==> config.mk <==
export PLATFORM = sky130hd
export DESIGN_NAME = parking_fee_calc
export DESIGN_NICKNAME = d
export VERILOG_FILES = /design/src/rtl/parking_fee_calc.sv
export SDC_FILE = /design/constraint.sdc
export NUM_CORES = 1
export LEC_CHECK = 0
export ABC_AREA = 1
export CAP_MARGIN = 20
export CORE_AREA = 2 2 122 88
export DETAILED_ROUTE_END_ITERATION = 12
export DIE_AREA = 0 0 124 90
export PLACE_DENSITY = 0.8
export SLEW_MARGIN = 20
export SYNTH_ARGS = -nofsm -noshare
export SYNTH_HDL_FRONTEND = slang
export SYNTH_SLANG_ARGS = --single-unit
==> constraint.sdc <==
create_clock -name clk -period 5.6 [get_ports clk]
set_input_delay 1.68 -clock clk [delete_from_list [all_inputs] [get_ports clk]]
set_output_delay 1.68 -clock clk [all_outputs]
set_load 0.05 [all_outputs]
==> src/rtl/parking_fee_calc.sv <==
// rtl/parking_fee_calc.sv - parking fee from a BCD HHMM duration, two-digit BCD result
//
// Purpose: on an exit strobe, capture the BCD HHMM parking duration. Validate it,
// convert it to minutes, round up to started hours, multiply by the hourly rate,
// saturate the product and convert it to two BCD digits. The result is then held
// under a valid/ack handshake.
//
// Ports:
//   clk            system clock
//   reset          asynchronous, active-high reset
//   exit_strobe    1-cycle pulse, parking_timer sampled on this cycle when idle
//   parking_timer  BCD {hours_tens, hours_ones, minutes_tens, minutes_ones}
//   fee_valid      fee_bcd/bad_input valid, held until fee_ack
//   fee_ack        consumer accepts the result
//   fee_bcd        {fee_tens, fee_ones} BCD
//   bad_input      captured duration was not legal BCD HHMM
//   busy           calculation in progress or result pending ack
//   overrun        exit_strobe seen while busy (same cycle, combinational)

module parking_fee_calc #(
  parameter int RATE_PER_HOUR = 5,
  parameter int GRACE_MIN     = 15,
  parameter int MAX_FEE       = 99
) (
  input  logic        clk,
  input  logic        reset,
  input  logic        exit_strobe,
  input  logic [15:0] parking_timer,
  output logic        fee_valid,
  input  logic        fee_ack,
  output logic [7:0]  fee_bcd,
  output logic        bad_input,
  output logic        busy,
  output logic        overrun
);

  localparam logic [11:0] RATE12  = 12'(RATE_PER_HOUR);
  localparam logic [11:0] MAX12   = 12'(MAX_FEE);
  localparam logic [10:0] GRACE11 = 11'(GRACE_MIN);

  typedef enum logic [2:0] {
    S_IDLE,
    S_CHECK,
    S_MINUTES,
    S_HOURS,
    S_MULT,
    S_BCD,
    S_DONE
  } state_t;

  state_t      state_q, state_d;
  logic [15:0] timer_q, timer_d;
  logic [10:0] rem_q, rem_d;      // minutes left to divide into hours
  logic [4:0]  hrs_q, hrs_d;      // started hours, 1..24
  logic [4:0]  cnt_q, cnt_d;      // additions done so far
  logic [11:0] acc_q, acc_d;      // product, later reused as the ones remainder
  logic [3:0]  tens_q, tens_d;
  logic [7:0]  fee_bcd_q, fee_bcd_d;
  logic        bad_q, bad_d;

  logic [3:0]  ht, ho, mt, mo;
  logic        legal;
  logic [10:0] hours11;
  logic [10:0] total;
  logic [11:0] sum;
  logic [4:0]  cnt_next;

  assign ht = timer_q[15:12];
  assign ho = timer_q[11:8];
  assign mt = timer_q[7:4];
  assign mo = timer_q[3:0];

  always_comb begin
    legal    = (ht <= 4'd2) && (ho <= 4'd9) && !((ht == 4'd2) && (ho > 4'd3)) &&
               (mt <= 4'd5) && (mo <= 4'd9);
    hours11  = 11'(ht) * 11'd10 + 11'(ho);
    total    = hours11 * 11'd60 + 11'(mt) * 11'd10 + 11'(mo);
    sum      = acc_q + RATE12;
    cnt_next = cnt_q + 5'd1;
  end

  always_comb begin
    state_d   = state_q;
    timer_d   = timer_q;
    rem_d     = rem_q;
    hrs_d     = hrs_q;
    cnt_d     = cnt_q;
    acc_d     = acc_q;
    tens_d    = tens_q;
    fee_bcd_d = fee_bcd_q;
    bad_d     = bad_q;

    unique case (state_q)
      S_IDLE: begin
        if (exit_strobe) begin
          timer_d = parking_timer;
          bad_d   = 1'b0;
          state_d = S_CHECK;
        end
      end
      S_CHECK: begin
        if (!legal) begin
          bad_d     = 1'b1;
          fee_bcd_d = 8'h00;
          state_d   = S_DONE;
        end else begin
          state_d = S_MINUTES;
        end
      end
      S_MINUTES: begin
        if (total <= GRACE11) begin
          fee_bcd_d = 8'h00;
          state_d   = S_DONE;
        end else begin
          rem_d   = total;
          hrs_d   = 5'd0;
          state_d = S_HOURS;
        end
      end
      S_HOURS: begin
        // Each pass accounts for one hour. A remainder of 1..60 is the last
        // started hour, so exact multiples of 60 do not round up.
        hrs_d = hrs_q + 5'd1;
        if (rem_q > 11'd60) begin
          rem_d = rem_q - 11'd60;
        end else begin
          acc_d   = 12'd0;
          cnt_d   = 5'd0;
          state_d = S_MULT;
        end
      end
      S_MULT: begin
        // Saturation ends the loop early, so acc never exceeds MAX_FEE.
        tens_d = 4'd0;
        if (sum >= MAX12) begin
          acc_d   = MAX12;
          state_d = S_BCD;
        end else begin
          acc_d = sum;
          cnt_d = cnt_next;
          if (cnt_next == hrs_q) begin
            state_d = S_BCD;
          end
        end
      end
      S_BCD: begin
        if (acc_q >= 12'd10) begin
          acc_d  = acc_q - 12'd10;
          tens_d = tens_q + 4'd1;
        end else begin
          fee_bcd_d = {tens_q, acc_q[3:0]};
          state_d   = S_DONE;
        end
      end
      S_DONE: begin
        if (fee_ack) begin
          state_d = S_IDLE;
        end
      end
      default: state_d = S_IDLE;
    endcase
  end

  always_ff @(posedge clk or posedge reset) begin
    if (reset) begin
      state_q   <= S_IDLE;
      timer_q   <= 16'h0000;
      rem_q     <= 11'd0;
      hrs_q     <= 5'd0;
      cnt_q     <= 5'd0;
      acc_q     <= 12'd0;
      tens_q    <= 4'd0;
      fee_bcd_q <= 8'h00;
      bad_q     <= 1'b0;
    end else begin
      state_q   <= state_d;
      timer_q   <= timer_d;
      rem_q     <= rem_d;
      hrs_q     <= hrs_d;
      cnt_q     <= cnt_d;
      acc_q     <= acc_d;
      tens_q    <= tens_d;
      fee_bcd_q <= fee_bcd_d;
      bad_q     <= bad_d;
    end
  end

  assign fee_valid = (state_q == S_DONE);
  assign busy      = (state_q != S_IDLE);
  assign overrun   = exit_strobe & busy;
  assign fee_bcd   = fee_bcd_q;
  assign bad_input = bad_q;

endmodule
==> results_dict.tcl <==
set metrics [dict create \
    ff_latch_area_mm2 0.00163 \
    most_common_library_cell_in_the_layout_ignoring_fill_and_taps "sky130_fd_sc_hd__nand2_1" \
    ant_nets 0 \
    number_of_enable_flip_flop_cells_after_synthesis 0 \
    initial_core_util_pct 53.7 \
    netlist-cell-type-count 41 \
    synth_area_per_cell_um2 7.47 \
    worst_hold_startpoint "fee_bcd[7]" \
    finClkSkew_ns 0.00871 \
    crit_path_top_delay_cell "sky130_fd_sc_hd__fa_2" \
    worst-endpoint-arrival_ns 5.68 \
    cap_violations 0 \
    crit_chain "ha_2, fa_2, inv_1, fa_1, fa_1, inv_1, fa_1, xor2_1, ha_1, ha_1, nand2_1, inv_1, nand4_1, o211ai_1, xnor2_1, nand3_1, nor2_4, nand3_4, buf_4, nand2_4, nand3_1, nand2_1" \
    slew_viol_final 0 \
    drt_drc_violations_left 0 \
    path_buf_inv 4 \
    filler_cell_count_in_the_final_layout 870 \
    critical_path.reg2reg.endpoint "rem_q[3]" \
    htree_num_levels 3 \
    setup_violations 0 \
    synth-compound-area-share_pct 9.36 \
    hold_viol_final 0 \
    ys_ff_latch 65 \
    main_synth_ff_type "sky130_fd_sc_hd__dfrtp_1" \
    timing_worst_setup_path_type "reg2reg" \
    multi_input_comb_area_mm2 0.00339 \
    hold-path-cell-count 2 \
    ys_async_sr_fraction_pct 100 \
    clock_sink_count 65 \
    post_cts_hold_buffer_count 0 \
    source_to_sink_clock_delay_at_the_later_pin_of_the_worst_skew_pair_ns 0.34 \
    worst_case_reg_to_reg_path_depth 22 \
    hold_path_end "fee_bcd[7]" \
    top_library_cells_by_usage_in_the_layout_fill_and_taps_aside "sky130_fd_sc_hd__nand2_1 (182), sky130_fd_sc_hd__inv_1 (103), sky130_fd_sc_hd__nand3_1 (69)" \
    synth_top_family_by_area "simple AND/OR/NAND/NOR gates" \
    run_status "completed" \
    core_area_mm2 0.0101 \
    first_pass_iters 5 \
    post_drt_via_cell_ratio 5.56 \
    antenna_violations_before_repair 0 \
    final_nets 848 \
    post_synthesis_share_of_cell_area_spent_on_xor_and_xnor_gates_pct 5.32 \
    die_y_um 90 \
    cp_top_family "adder cells" \
    ys_warn_count 0 \
    cts.clk_slew.worst_paths_ns 0.06 \
    max-clock-path-buffers 2 \
    layout.core_utilization_pct 62.3 \
    synth_simple_gate_area_share_pct 30.9 \
    fmax_ghz 0.185 \
    period_minus_ws_final_ns 5.41 \
    placement.io_buffers 31 \
    die_area_mm2 0.0112 \
    grt_pass1_vias 4860 \
    layout-area-overhead-vs-synth_pct 16.0 \
    cp.required_ns 5.87 \
    drive_gt1_share_pct 10.3 \
    synth.cell_area_mm2 0.00541 \
    number_of_cell_rows 31 \
    cp_slowest_stage_delay_ns 0.57 \
    track_usage_pct 25.5 \
    routabilityCongestion 0.898 \
    r2r-start "timer_q[12]" \
    maxSlewHeadroom_pct 37.1 \
    i_o_pins 32 \
    cts-buffers-inserted 9 \
    synthAdderAreaFrac_pct 15.5 \
    worst_setup_path_start_kind "register" \
    antenna_cells 0 \
    path_max_fanout 5 \
    cell_at_the_root_of_the_clock_tree "sky130_fd_sc_hd__clkbuf_16" \
    detailed_route_iter0_violations 480 \
    mappedNetlistNets 803 \
    grt.overflow.total 0 \
    syn_inst 725 \
    yosys-mux-area-fraction_pct 0 \
    period_share_pct 96.6 \
    grt_max_degree 36 \
    cts_tree "built" \
    rrSetupSlack_ns 0.19 \
    dieWidth_um 124 \
    num_vias 5046 \
    drt-wirelength-per-cell_um 15.2 \
    worstHoldPathType "reg2reg" \
    finalWirelength_um 13800 \
    worstMarginPinSlew_ns 0.940 \
    grt_pass1_wl_um 22700 \
    end_kind "register" \
    synth_sequential_area_ratio_pct 30.1 \
    place.detailed.hpwl_um 10100 \
]
-- worst max path at each step --
stage          slack (ns)  cells past startpoint   startpoint         end
6_report             0.19                     22  timer_q[12]    rem_q[3]
5_1_grt             -0.02                     22  timer_q[12]  fee_bcd[5]
3_5_place_dp         0.02                     27  timer_q[12]  fee_bcd[2]
2_1_floorplan        0.29                     28  timer_q[14]  fee_bcd[0]
3_3_place_gp         0.17                     28  timer_q[14]  fee_bcd[0]
4_1_cts              0.03                     27  timer_q[12]  fee_bcd[2]
-- layer usage --
metal	track usage (%)	part of all wire (%)	up-vias	routed length (um)
li1	-	-	2443	-
met2	38.9	46	183	6320
met3	4.82	5.8	27	808
met1	36.7	47	2393	6450
met4	7.58	1.8	0	249
met5	0	0	-	0
-- layout make-up --
class | instances | share of cell area (%)
inverters | 111 | 6.67
clock buffers | 9 | 3.59
well taps | 132 | 2.63
repair buffers | 40 | 6.02
flip-flops and latches | 65 | 25.9
clock inverters | 7 | 1.24
multi-input cells | 543 | 53.9
-- per-stage QoR --
stage               cells  hold slack (ns)  setup TNS [ns]  worst slack [ns]  instance area [um2]
floorplan             725            0.443               0             0.290                 5410
global placement      884            0.458               0             0.170                 5850
detailed placement    884            0.478               0            0.0189                 5850
CTS                   901            0.502               0            0.0303                 6170
global route          907            0.525         -0.0825           -0.0206                 6280
finish                907            0.503               0             0.190                 6280
-- worst min-delay path, cell delays in order (launching register included) --
cell and delay, ns:
sky130_fd_sc_hd__dfrtp_1 0.36, sky130_fd_sc_hd__nand2_1 0.06, sky130_fd_sc_hd__nand2_1 0.05
-- Yosys cell counts (3+ instances only) --
cell | n | area (um2)
sky130_fd_sc_hd__nand2_1 | 182 | 683
sky130_fd_sc_hd__inv_1 | 104 | 390
sky130_fd_sc_hd__nand3_1 | 69 | 345
sky130_fd_sc_hd__dfrtp_1 | 65 | 1630
sky130_fd_sc_hd__nor2_1 | 49 | 184
sky130_fd_sc_hd__o21ai_0 | 46 | 230
sky130_fd_sc_hd__ha_1 | 43 | 538
sky130_fd_sc_hd__a21oi_1 | 21 | 105
sky130_fd_sc_hd__xor2_1 | 20 | 175
sky130_fd_sc_hd__fa_1 | 15 | 300
sky130_fd_sc_hd__nand4_1 | 15 | 93.8
sky130_fd_sc_hd__nand2_2 | 14 | 87.6
sky130_fd_sc_hd__xnor2_1 | 11 | 96.3
sky130_fd_sc_hd__nand3_2 | 8 | 80.1
sky130_fd_sc_hd__o22ai_1 | 7 | 43.8
sky130_fd_sc_hd__clkbuf_1 | 5 | 18.8
sky130_fd_sc_hd__inv_2 | 5 | 18.8
sky130_fd_sc_hd__nor2_2 | 5 | 31.3
sky130_fd_sc_hd__nor3_1 | 5 | 25.0
sky130_fd_sc_hd__a31oi_1 | 4 | 25.0
sky130_fd_sc_hd__a22oi_1 | 3 | 22.5
sky130_fd_sc_hd__o21bai_1 | 3 | 22.5
-- state kept, by name, summed over array words and instances (netlist names) --
register   flops
acc_q         12
bad_input      1
cnt_q          5
fee_bcd        8
hrs_q          5
rem_q         11
state_q        3
tens_q         4
timer_q       16
-- timing repair --
action                     CTS  global route
pin swaps                    0             3
cloned                       1             1
setup endpoints to repair    6            26
gates resized for setup      0             9
buffers inserted             0             5
-- cell families after synthesis --
family | Yosys count
flip-flops | 65
buffers and inverters | 119
AO/OA/AOI/OAI | 91
XOR/XNOR | 32
adder cells (fa/ha/maj) | 58
AND/OR/NAND/NOR | 360
Power is not shown: default switching activity piles up to over one toggle a cycle in this logic, so the estimate is an artifact.
==> RTL change 1 (same settings) <==
Set the parameter `MAX_FEE` to 64 (it was 99).
--- a/src/rtl/parking_fee_calc.sv
+++ b/src/rtl/parking_fee_calc.sv
@@ -20,7 +20,7 @@
 module parking_fee_calc #(
   parameter int RATE_PER_HOUR = 5,
   parameter int GRACE_MIN     = 15,
-  parameter int MAX_FEE       = 99
+  parameter int MAX_FEE       = 64
 ) (
   input  logic        clk,
   input  logic        reset,
Function: same outputs for any inputs over 10 cycles, from zero or initial values and one cycle with reset high; that may be too few to reach the edited logic, so the function may still have changed.
==> RTL change 1 against the original RTL <==
  * Wire length decreased by 6.0%
  * Non-clock buffer count down 3
  * Sequential cell count unchanged
  * Setup slack improved by 0.097 ns
  * Design area grew 1.4%
  * Clock skew decreased by 0.0033 ns
  * Area after synthesis rose by 3.4%
  * Count of clock-buffer cells in the layout rose by 5
  * Critical path type unchanged
  * Highest routed layer unchanged
Power is not shown: default switching activity piles up to over one toggle a cycle in this logic, so the estimate is an artifact.
==> RTL change 1: results (changes against the original RTL) <==
[status]
status=finished, final reports clean  ; unchanged

[place]
gp_congestion=0.883  ; was 0.898
place_hpwl_mm=9.83  ; was 10.1 mm
dp_slack_ns=0.0533  ; was 0.0189 ns

[synth]
synth_area_leaders=dfrtp_1 (29%), nand2_1 (12%), ha_1 (9.4%), inv_1 (6.4%), nand3_1 (5.1%)  ; was dfrtp_1 (30%), nand2_1 (13%), ha_1 (9.9%), inv_1 (7.2%), nand3_1 (6.4%)
synth_fp_nets=809  ; was 803
synth_common_cells=nand2_1 (185), inv_1 (95), dfrtp_1 (65)  ; was nand2_1 (182), inv_1 (104), nand3_1 (69)
synthDistinctLibCells=46  ; was 41
yosysSeqAreaShare_pct=29.1  ; was 30.1%

[drt]
drt_iter0_markers=307  ; was 480
wl_per_cell_um=14.3  ; was 15.2 µm
drt-vias-per-instance=5.42  ; was 5.56

[setup_path]
reg2reg_slack_ns=0.29  ; was 0.19 ns
crit_path_top_delay_cell=fa_1  ; was fa_2
cp_max_fo=11  ; was 5
r2r_cells=27  ; was 22
worst-endpoint-arrival_ns=5.58  ; was 5.68 ns

[cells_and_area]
drive_gt1_share_pct=14.1  ; was 10.3%
final_nets=851  ; was 848
fillerInstances=858  ; was 870

[timing]
whs_ns=0.477  ; was 0.503 ns
post-route-period-util_pct=94.9  ; was 96.6%

[global_route]
grt_usage_pct=24.8  ; was 25.5%
grt_pass1_wl_mm=22.1  ; was 22.7 mm
grt_pass1_vias=4795  ; was 4860
grt_max_degree=66  ; was 36

[hold_path]
hold_end=rem_q[1]$_DFFE_PP0P_  ; was fee_bcd[7]$_DFFE_PP0P_
hold_start=rem_q[1]$_DFFE_PP0P_  ; was fee_bcd[7]$_DFFE_PP0P_

[cts]
h-tree-depth=3  ; unchanged

==> RTL change 1: worst max path at each step <==
| stage | from | to | slack [ns] | cells after the start |
|---|---|---|---|---|
| final | timer_q[14]$_DFFE_PP0P_ | fee_bcd[7]$_DFFE_PP0P_ | 0.29 | 27 |
| after global routing | timer_q[14]$_DFFE_PP0P_ | fee_bcd[2]$_DFFE_PP0P_ | -0.0004 | 27 |
| after CTS | timer_q[14]$_DFFE_PP0P_ | fee_bcd[2]$_DFFE_PP0P_ | 0.03 | 27 |
| after detailed placement | timer_q[14]$_DFFE_PP0P_ | fee_bcd[2]$_DFFE_PP0P_ | 0.05 | 27 |
| after global placement | timer_q[14]$_DFFE_PP0P_ | fee_bcd[2]$_DFFE_PP0P_ | 0.29 | 27 |
| after floorplan | timer_q[14]$_DFFE_PP0P_ | fee_bcd[0]$_DFFE_PP0P_ | 0.66 | 27 |
==> RTL change 1: repair_timing <==
item	in CTS	in global routing
gates resized for setup	0	5
endpoints found under the setup margin	0	26
buffers inserted	0	5
==> RTL change 1: layout make-up <==
| cell class | count | area share (%) |
|---|---|---|
| multi-input cells | 549 | 55.2 |
| flip-flops and latches | 65 | 25.5 |
| inverters | 113 | 6.70 |
| repair buffers | 37 | 5.58 |
| clock buffers | 14 | 4.15 |
| well taps | 132 | 2.59 |
| clock inverters | 2 | 0.196 |
==> RTL change 1: stage by stage <==
step           instances  cell area [µm²]  util, %
6_report             912             6370     63.2
3_5_place_dp         890             6020     59.7
2_1_floorplan        733             5590        -
4_1_cts              906             6290     62.4
3_3_place_gp         890             6020     59.7
5_1_grt              912             6370     63.2
==> RTL change 1: cell families (layout without fill, tap and decap cells) <==
logic type,Yosys count,after routing,share of synthesized area (%)
DFF,65,65,29.1
and+or+nand+nor,375,376,34.4
buffers and inverters,120,166,8.70
adders and majority gates,56,56,14.4
AOI/OAI and AO/OA,88,88,8.92
xor gates and xnor gates,29,29,4.54
==> RTL change 1: worst reg2reg max path: cells and delay by family, from the launching register on <==
family                     cells  cell delay, ns
DFF                            1            0.43
buffers and inverters          3            0.33
xor gates and xnor gates       2            0.45
adders and majority gates      6            2.19
AOI/OAI and AO/OA              1            0.18
and+or+nand+nor               15            1.67
==> RTL change 1: metal layers <==
| layer | track usage [%] | vias up | wire length [µm] | share of wire [%] |
|---|---|---|---|---|
| met5 | 0 | - | 0 | 0 |
| li1 | - | 2464 | - | - |
| met2 | 38.6 | 161 | 6070 | 47 |
| met4 | 5.62 | 0 | 133 | 1.0 |
| met1 | 34.9 | 2300 | 6060 | 47 |
| met3 | 6.28 | 19 | 727 | 5.6 |
==> RTL change 2 (same settings) <==
Made on the original files. Make the reset (`reset`) synchronous in one clocked block. Comments in the files are not updated.
--- a/src/rtl/parking_fee_calc.sv
+++ b/src/rtl/parking_fee_calc.sv
@@ -161,7 +161,7 @@
     endcase
   end
 
-  always_ff @(posedge clk or posedge reset) begin
+  always_ff @(posedge clk) begin
     if (reset) begin
       state_q   <= S_IDLE;
       timer_q   <= 16'h0000;
Check against the original RTL: differs if reset is asserted again (counterexample within 4 cycles, from zero or initial values and one cycle with reset high); with reset held inactive, the same outputs for 10 cycles.
==> RTL change 2 against the original RTL <==
  * Wire length shrank 8.8%
  * Sequential cell count unchanged
  * Area after synthesis decreased by 2.4%
  * Setup slack improved by 0.16 ns
  * Count of clock-buffer cells in the layout increased by 3
  * Non-clock buffer count shrank 5
  * Design area shrank 3.7%
  * Critical path depth is 2 higher
  * Critical path type unchanged
  * Critical endpoint is now fee_bcd[7]$_SDFFE_PP0P_
  * Highest routed layer unchanged
Power is left out: the tool's default activity adds up to more than one toggle a clock period on the data nets, which glitch-free logic cannot reach.
==> RTL change 2: results (changes against the original RTL) <==
[drt]
wl_met1_mm=6.09  ; was 6.45 mm
wl_per_cell_um=13.7  ; was 15.2 µm
drt_iter0_markers=418  ; was 480
wl_met2_mm=5.59  ; was 6.32 mm
met3_length_um=776  ; was 808 µm

[cells_and_area]
fillerInstances=895  ; was 870
drive_gt1_share_pct=9.25  ; was 10.3%
clock_cell_area_share_pct=5.49  ; was 4.82%
final_nets=862  ; was 848
finalNonFillerCells=921  ; was 907
nMultiInputCombCells=573  ; was 543
flops_and_latches=65  ; unchanged
num-nonclk-buffers=35  ; was 40
nonClkBufAreaFrac_pct=5.84  ; was 6.02%
inverters=100  ; was 111

[hold_path]
hold_end=timer_q[1]$_SDFFE_PP0P_  ; was fee_bcd[7]$_DFFE_PP0P_

[setup_path]
cp_max_fo=24  ; was 5
r2r-start=timer_q[12]$_SDFFE_PP0P_  ; was timer_q[12]$_DFFE_PP0P_
reg2reg_slack_ns=0.35  ; was 0.19 ns
max_stage_delay_ns=0.55  ; was 0.57 ns
worst-endpoint-arrival_ns=5.47  ; was 5.68 ns

[place]
place_area_um2=5680  ; was 5850 µm²
dp_slack_ns=0.191  ; was 0.0189 ns

[global_route]
grt_max_degree=38  ; was 36
use_met3_pct=5.01  ; was 4.82%
grt_use_met2_pct=37.5  ; was 38.9%
grt_pass1_wl_mm=21.8  ; was 22.7 mm

[synth]
synthArstFlopShare_pct=0  ; was 100%
syn-instance-count=761  ; was 725
synth_flop_cell=dfxtp_1  ; was dfrtp_1
synthDistinctLibCells=45  ; was 41

[status]
status=finished, final reports clean  ; unchanged

-- RTL change 2: cell count changes after synthesis, sizes merged, moves of 6 or more --
cell,delta
a21oi,+56
nor2,+8
nand4,-9
dfrtp,-65
buf,+7
o21ai,-12
dfxtp,+65
clkbuf,+8
inv,-11
nand2,-12
o22ai,-6
-- RTL change 2: repair_timing --
action,in CTS,in global routing
resized for setup,0,6
endpoints found under the hold margin,0,0
endpoints found under the setup margin,0,24
-- RTL change 2: how the worst max path moves through the flow --
| stage | startpoint | endpoint | slack [ns] | cells past startpoint |
|---|---|---|---|---|
| 6_report | timer_q[12]$_SDFFE_PP0P_ | fee_bcd[7]$_SDFFE_PP0P_ | 0.35 | 24 |
| 5_1_grt | timer_q[12]$_SDFFE_PP0P_ | fee_bcd[7]$_SDFFE_PP0P_ | -0.004 | 25 |
| 4_1_cts | timer_q[14]$_SDFFE_PP0P_ | fee_bcd[7]$_SDFFE_PP0P_ | 0.15 | 25 |
| 3_5_place_dp | timer_q[14]$_SDFFE_PP0P_ | fee_bcd[7]$_SDFFE_PP0P_ | 0.19 | 25 |
| 3_3_place_gp | timer_q[14]$_SDFFE_PP0P_ | fee_bcd[4]$_SDFFE_PP0P_ | 0.33 | 25 |
| 2_1_floorplan | timer_q[14]$_SDFFE_PP0P_ | fee_bcd[0]$_SDFFE_PP0P_ | 0.67 | 25 |
-- RTL change 2: kinds of logic (layout without fill, tap and decap cells) --
family | Yosys count | after routing | synth area share [%]
AOI/OAI and AO/OA | 125 | 125 | 13.5
muxes | 1 | 1 | 0.189
DFF | 65 | 65 | 24.6
xor gates and xnor gates | 36 | 36 | 5.97
adders and majority gates | 58 | 58 | 15.9
and+or+nand+nor | 353 | 353 | 30.4
buffers and inverters | 123 | 151 | 9.49
